## src/rtl/div.sv

```systemverilog
// ----------------------------------------------------------------------------
// div -- 32-bit iterative restoring divider, signed (DIV) or unsigned (DIVU).
//
// One quotient bit is produced per clock. A request is accepted in FREE,
// runs for 32 iteration edges in ON, and the sign-corrected result is
// registered on the following edge. The result is then held in END until
// the requester drops start_i. A zero divisor skips the iterations and
// yields an all-zero result.
//
// Ports
//   clk           in   1   clock, all state updates on the rising edge
//   rst           in   1   synchronous, active-high reset
//   signed_div_i  in   1   1 = signed divide, 0 = unsigned divide
//   opdata1_i     in  32   dividend
//   opdata2_i     in  32   divisor
//   start_i       in   1   request, held high until ready_o is seen
//   annul_i       in   1   cancel the in-flight division
//   result_o      out 64   {remainder[63:32], quotient[31:0]}
//   ready_o       out  1   result_o is valid
//   stallreq_o    out  1   stall request, start_i & ~ready_o
//
// State   | meaning
// --------+-----------------------------------------------------------------
// FREE    | idle, outputs zero, waiting for start_i
// BYZERO  | divisor was zero, zero result is produced on the next edge
// ON      | iterating; cnt counts completed quotient bits (0..32)
// END     | result valid, held until start_i drops
// ----------------------------------------------------------------------------
module div (
    input  logic        clk,
    input  logic        rst,
    input  logic        signed_div_i,
    input  logic [31:0] opdata1_i,
    input  logic [31:0] opdata2_i,
    input  logic        start_i,
    input  logic        annul_i,
    output logic [63:0] result_o,
    output logic        ready_o,
    output logic        stallreq_o
);

    typedef enum logic [1:0] {
        FREE   = 2'd0,
        BYZERO = 2'd1,
        ON     = 2'd2,
        END    = 2'd3
    } state_t;

    state_t      state_q,    state_d;
    logic [5:0]  cnt_q,      cnt_d;
    logic [64:0] dividend_q, dividend_d;
    logic [31:0] divisor_q,  divisor_d;
    logic        neg_quo_q,  neg_quo_d;
    logic        neg_rem_q,  neg_rem_d;
    logic [63:0] result_q,   result_d;
    logic        ready_q,    ready_d;

    logic [31:0] op1_abs;
    logic [31:0] op2_abs;
    logic [32:0] diff;
    logic [31:0] quo_raw;
    logic [31:0] rem_raw;
    logic [31:0] quo_fix;
    logic [31:0] rem_fix;

    assign op1_abs = (signed_div_i && opdata1_i[31]) ? (~opdata1_i + 32'd1) : opdata1_i;
    assign op2_abs = (signed_div_i && opdata2_i[31]) ? (~opdata2_i + 32'd1) : opdata2_i;

    // Trial subtraction of the divisor from the current partial remainder;
    // bit 32 set means the subtraction borrowed and the quotient bit is 0.
    assign diff = {1'b0, dividend_q[63:32]} - {1'b0, divisor_q};

    assign quo_raw = dividend_q[31:0];
    assign rem_raw = dividend_q[64:33];
    assign quo_fix = neg_quo_q ? (~quo_raw + 32'd1) : quo_raw;
    assign rem_fix = neg_rem_q ? (~rem_raw + 32'd1) : rem_raw;

    always_comb begin
        state_d    = state_q;
        cnt_d      = cnt_q;
        dividend_d = dividend_q;
        divisor_d  = divisor_q;
        neg_quo_d  = neg_quo_q;
        neg_rem_d  = neg_rem_q;
        result_d   = result_q;
        ready_d    = ready_q;

        case (state_q)
            FREE: begin
                ready_d  = 1'b0;
                result_d = 64'h0;
                if (start_i && !annul_i) begin
                    if (opdata2_i == 32'h0) begin
                        state_d = BYZERO;
                    end else begin
                        state_d    = ON;
                        cnt_d      = 6'd0;
                        dividend_d = {32'h0, op1_abs, 1'b0};
                        divisor_d  = op2_abs;
                        // Signs are latched here so that the final correction
                        // does not depend on the operand inputs later on.
                        neg_quo_d  = signed_div_i & (opdata1_i[31] ^ opdata2_i[31]);
                        neg_rem_d  = signed_div_i & opdata1_i[31];
                    end
                end
            end

            BYZERO: begin
                dividend_d = 65'h0;
                result_d   = 64'h0;
                ready_d    = 1'b1;
                state_d    = END;
            end

            ON: begin
                if (annul_i || !start_i) begin
                    state_d  = FREE;
                    cnt_d    = 6'd0;
                    ready_d  = 1'b0;
                    result_d = 64'h0;
                end else if (cnt_q != 6'd32) begin
                    if (diff[32]) begin
                        dividend_d = {dividend_q[63:0], 1'b0};
                    end else begin
                        dividend_d = {diff[31:0], dividend_q[31:0], 1'b1};
                    end
                    cnt_d = cnt_q + 6'd1;
                end else begin
                    result_d = {rem_fix, quo_fix};
                    ready_d  = 1'b1;
                    state_d  = END;
                    cnt_d    = 6'd0;
                end
            end

            END: begin
                if (!start_i) begin
                    state_d  = FREE;
                    ready_d  = 1'b0;
                    result_d = 64'h0;
                end
            end

            default: begin
                state_d = FREE;
            end
        endcase
    end

    always_ff @(posedge clk) begin
        if (rst) begin
            state_q    <= FREE;
            cnt_q      <= 6'd0;
            dividend_q <= 65'h0;
            divisor_q  <= 32'h0;
            neg_quo_q  <= 1'b0;
            neg_rem_q  <= 1'b0;
            result_q   <= 64'h0;
            ready_q    <= 1'b0;
        end else begin
            state_q    <= state_d;
            cnt_q      <= cnt_d;
            dividend_q <= dividend_d;
            divisor_q  <= divisor_d;
            neg_quo_q  <= neg_quo_d;
            neg_rem_q  <= neg_rem_d;
            result_q   <= result_d;
            ready_q    <= ready_d;
        end
    end

    assign result_o   = result_q;
    assign ready_o    = ready_q;
    assign stallreq_o = start_i & ~ready_q;

endmodule

```

## config.mk

```make
export PLATFORM = sky130hd
export DESIGN_NAME = div
export DESIGN_NICKNAME = d
export VERILOG_FILES = /design/src/rtl/div.sv
export SDC_FILE = /design/constraint.sdc
export NUM_CORES = 1
export LEC_CHECK = 0
export CORE_MARGIN = 8
export CORE_UTILIZATION = 39
export DETAILED_ROUTE_END_ITERATION = 7
export GPL_TIMING_DRIVEN = 0
export PLACE_DENSITY = 0.71
export RECOVER_POWER = 100
export SLEW_MARGIN = 10
export SYNTH_ARGS = -nofsm -noshare
export SYNTH_HDL_FRONTEND = slang
export SYNTH_SLANG_ARGS = --single-unit
export TNS_END_PERCENT = 5
```

## constraint.sdc

```tcl
create_clock -name clk -period 8.7 [get_ports clk]
set_input_delay 2.61 -clock clk [delete_from_list [all_inputs] [get_ports clk]]
set_output_delay 2.61 -clock clk [all_outputs]
set_load 0.005 [all_outputs]
```

==> qor.csv <==
metric,value,unit
finalCriticalPeriod,6.52,ns
stdcell_area,0.0133,mm2
finalHoldViolCount,0,
place_area,0.0127,mm2
clock_sinks,172,
antenna_found_initial,0,
whs_path_depth,2,
critPathMostFrequentCell,o21ai_0,
synth_simple_gate_area_share,20.1,%
drv_cap,0,
ctsHoldBuffers,0,
outcome,finished clean,
path_clk_slew,0.07,ns
end_kind,register,
tritoncts,built,
finalSetupTns,0,ns
final_common_cell,dfxtp_1,
grt_pass1_vias,10403,
firstDrtPassIters,7,
cp_cell_sequence,dlygate4sd3_1 > or3_1 > nor3b_1 > nand4_1 > o21ai_0 > a21boi_0 > nand2_1 > clkbuf_1 > nor4b_1 > a221oi_1 > o21ai_0,
grt_pass1_wl,54900,um
clock_skew,0.0126,ns
post_synth_mux_area_share,0.654,%
die_x,183,um
clockBufferDepth,2,
slowest_delay,0.74,ns
slowest_stage,nor3b_1,
min_path_type,register to register,
synthAdderAreaFrac,5.35,%
worst_hold_startpoint,result_o[32],
grt_usage,20.2,%
num_rows,61,
grt_start_max_net_pins,19,
num-fill-cells,2744,
syn_area,0.0109,mm2
wl_per_cell,17.7,um
mostFrequentLayoutCells,"dfxtp_1 (172), nor2_1 (171), nand2_1 (137)",
syn_nets,1539,
finalMaxSlewViolations,0,
wl,34800,um
die_h,183,um
syn_avg_cell_area,7.65,um2
setup_violations,0,
htreeDepth,4,
min_delay_worst_endpoint,result_o[32],
dieArea,0.0335,mm2
synthFlopType,dfxtp_1,
core,0.0276,mm2
critPathMaxFanout,10,
cts_buffers,17,
finalWorstSetupSlack,2.18,ns
p_total,2.94,mW
async_flop_share,0,%
timing.hold.ws,0.459,ns
leakage,5.21,nW
dpl.hpwl,28000,um
cts_setup_buffers,0,
clock_latency,0.44,ns
port_buffers,133,
crit_type,input pin to register,
cts_root_buf,clkbuf_16,
synth.ff_latch_count,172,
layout-drive-gt1-share,3.15,%
rr_worst_depth,11,
r2r_slack,4.65,ns
route.detailed.drc,0,
synth_top_family_by_area,compound AO/OA/AOI/OAI gates,
synth_edf_count,0,
cp_data_required_time,9.00,ns
diodes,0,
synth_compound_area_share,26.0,%
via_count,10946,
synth_seq_area_share,31.6,%
rsz0062_at_grt,false,
drtAntennaViolNets,0,
start_util,39.4,%
dr.first_iter.drc_count,902,
cts-resized-gates,0,
yosysWarnings,0,
synth_xor_area_share,11.3,%
gp_congestion,0.929,
syn-instance-count,1424,
ios,135,
r2r-end,dividend_q[57],
period_share,75.0,%
slew_headroom,17.0,%
grt_overflow,0,
ir_worst_vdd,0.000141,V
fin_nets,1691,
cp-start-kind,input pin,
r2r-start,dividend_q[37],
syn_to_final_growth,21.9,%
power_density,221,mW/mm2
ys_types,61,
worst_pin_slew,1.23,ns
viasPerCell,5.56,
fmax,153,MHz
pre_cts_ws,2.27,ns
cp.arrival,6.83,ns
==> how the worst max path moves through the flow <==
stage	from	endpoint	slack [ns]
6_report	opdata2_i[3]	dividend_q[62]	2.18
4_1_cts	start_i	stallreq_o	2.30
3_3_place_gp	start_i	stallreq_o	2.32
3_5_place_dp	opdata2_i[2]	dividend_q[62]	2.27
2_1_floorplan	start_i	stallreq_o	3.35
5_1_grt	opdata2_i[3]	dividend_q[62]	1.98
==> routing by layer <==
metal / wire length (um) / GRT usage, % / vias up
met5: 0 / 0 / -
met4: 919 / 7.35 / 0
met3: 2460 / 4.45 / 51
met2: 15500 / 32.2 / 361
met1: 15900 / 26.5 / 5156
li1: - / - / 5378
==> area by class of cell <==
type | instances | area [um2] | area share [%]
Buffer | 83 | 319 | 2.40
Timing Repair Buffer | 133 | 1330 | 10.0
Clock buffer | 18 | 429 | 3.23
Tap cell | 378 | 473 | 3.56
Inverter | 61 | 229 | 1.72
Multi-Input combinational cell | 1108 | 6910 | 52.0
Clock inverter | 14 | 150 | 1.13
Sequential cell | 172 | 3440 | 25.9
==> synthesized netlist by cell type (all sizes together) (4+ instances only) <==
cell,instances,area [um2]
xnor2,85,744
and3,12,75.1
a32oi,6,52.6
a211oi,39,293
inv,61,229
nor2,172,653
ha,45,563
a22o,27,236
xor2,55,482
o31ai,19,148
o21ai,105,526
nor2b,12,75.1
a21o,12,90.1
dfxtp,172,3440
and2,8,50.1
nand4,5,31.3
o21bai,7,52.6
or2,4,25.0
a31oi,6,37.5
or4,18,150
a21oi,126,631
mux2i,6,60.1
clkbuf,82,308
nor4,12,90.1
nand2,137,514
nand3,20,105
a22oi,33,248
nand2b,6,37.5
nor3,40,200
o41ai,11,104
o211ai,15,113
a21boi,6,45.1
o21a,9,67.6
or3,17,106
==> metrics by stage <==
| stage | utilization [%] | instances |
|---|---|---|
| final | 48.1 | 1967 |
| after global routing | 48.1 | 1967 |
| after CTS | 48.1 | 1967 |
| after detailed placement | 46.0 | 1935 |
| after global placement | 46.0 | 1935 |
| after floorplan | - | 1424 |
==> flip-flops by register name, summed over array words and instances (netlist names) <==
register,cells
cnt_q,6
dividend_q,65
divisor_q,32
neg_quo_q,1
neg_rem_q,1
ready_o,1
result_o,64
state_q,2
==> critical path, delay by kind of cell <==
kind            cells  cell delay (ns)
simple gates        5             1.99
compound gates      4             1.23
buf+inv             2             1.00
==> report_power, final <==
part	leakage, nW	switching (mW)	internal (mW)	total [mW]
Sequential	1.40	0.157	0.890	1.05
Clock	0.284	0.363	0.383	0.746
Combinational	3.53	0.718	0.430	1.15
==> kinds of logic after synthesis <==
group / Yosys count
AND/OR/NAND/NOR: 473
AO/OA/AOI/OAI: 442
flip-flops: 172
buffers and inverters: 144
XOR/XNOR: 140
adder cells (fa/ha/maj): 46
multiplexers: 7
(Power assumes the default switching activity.)
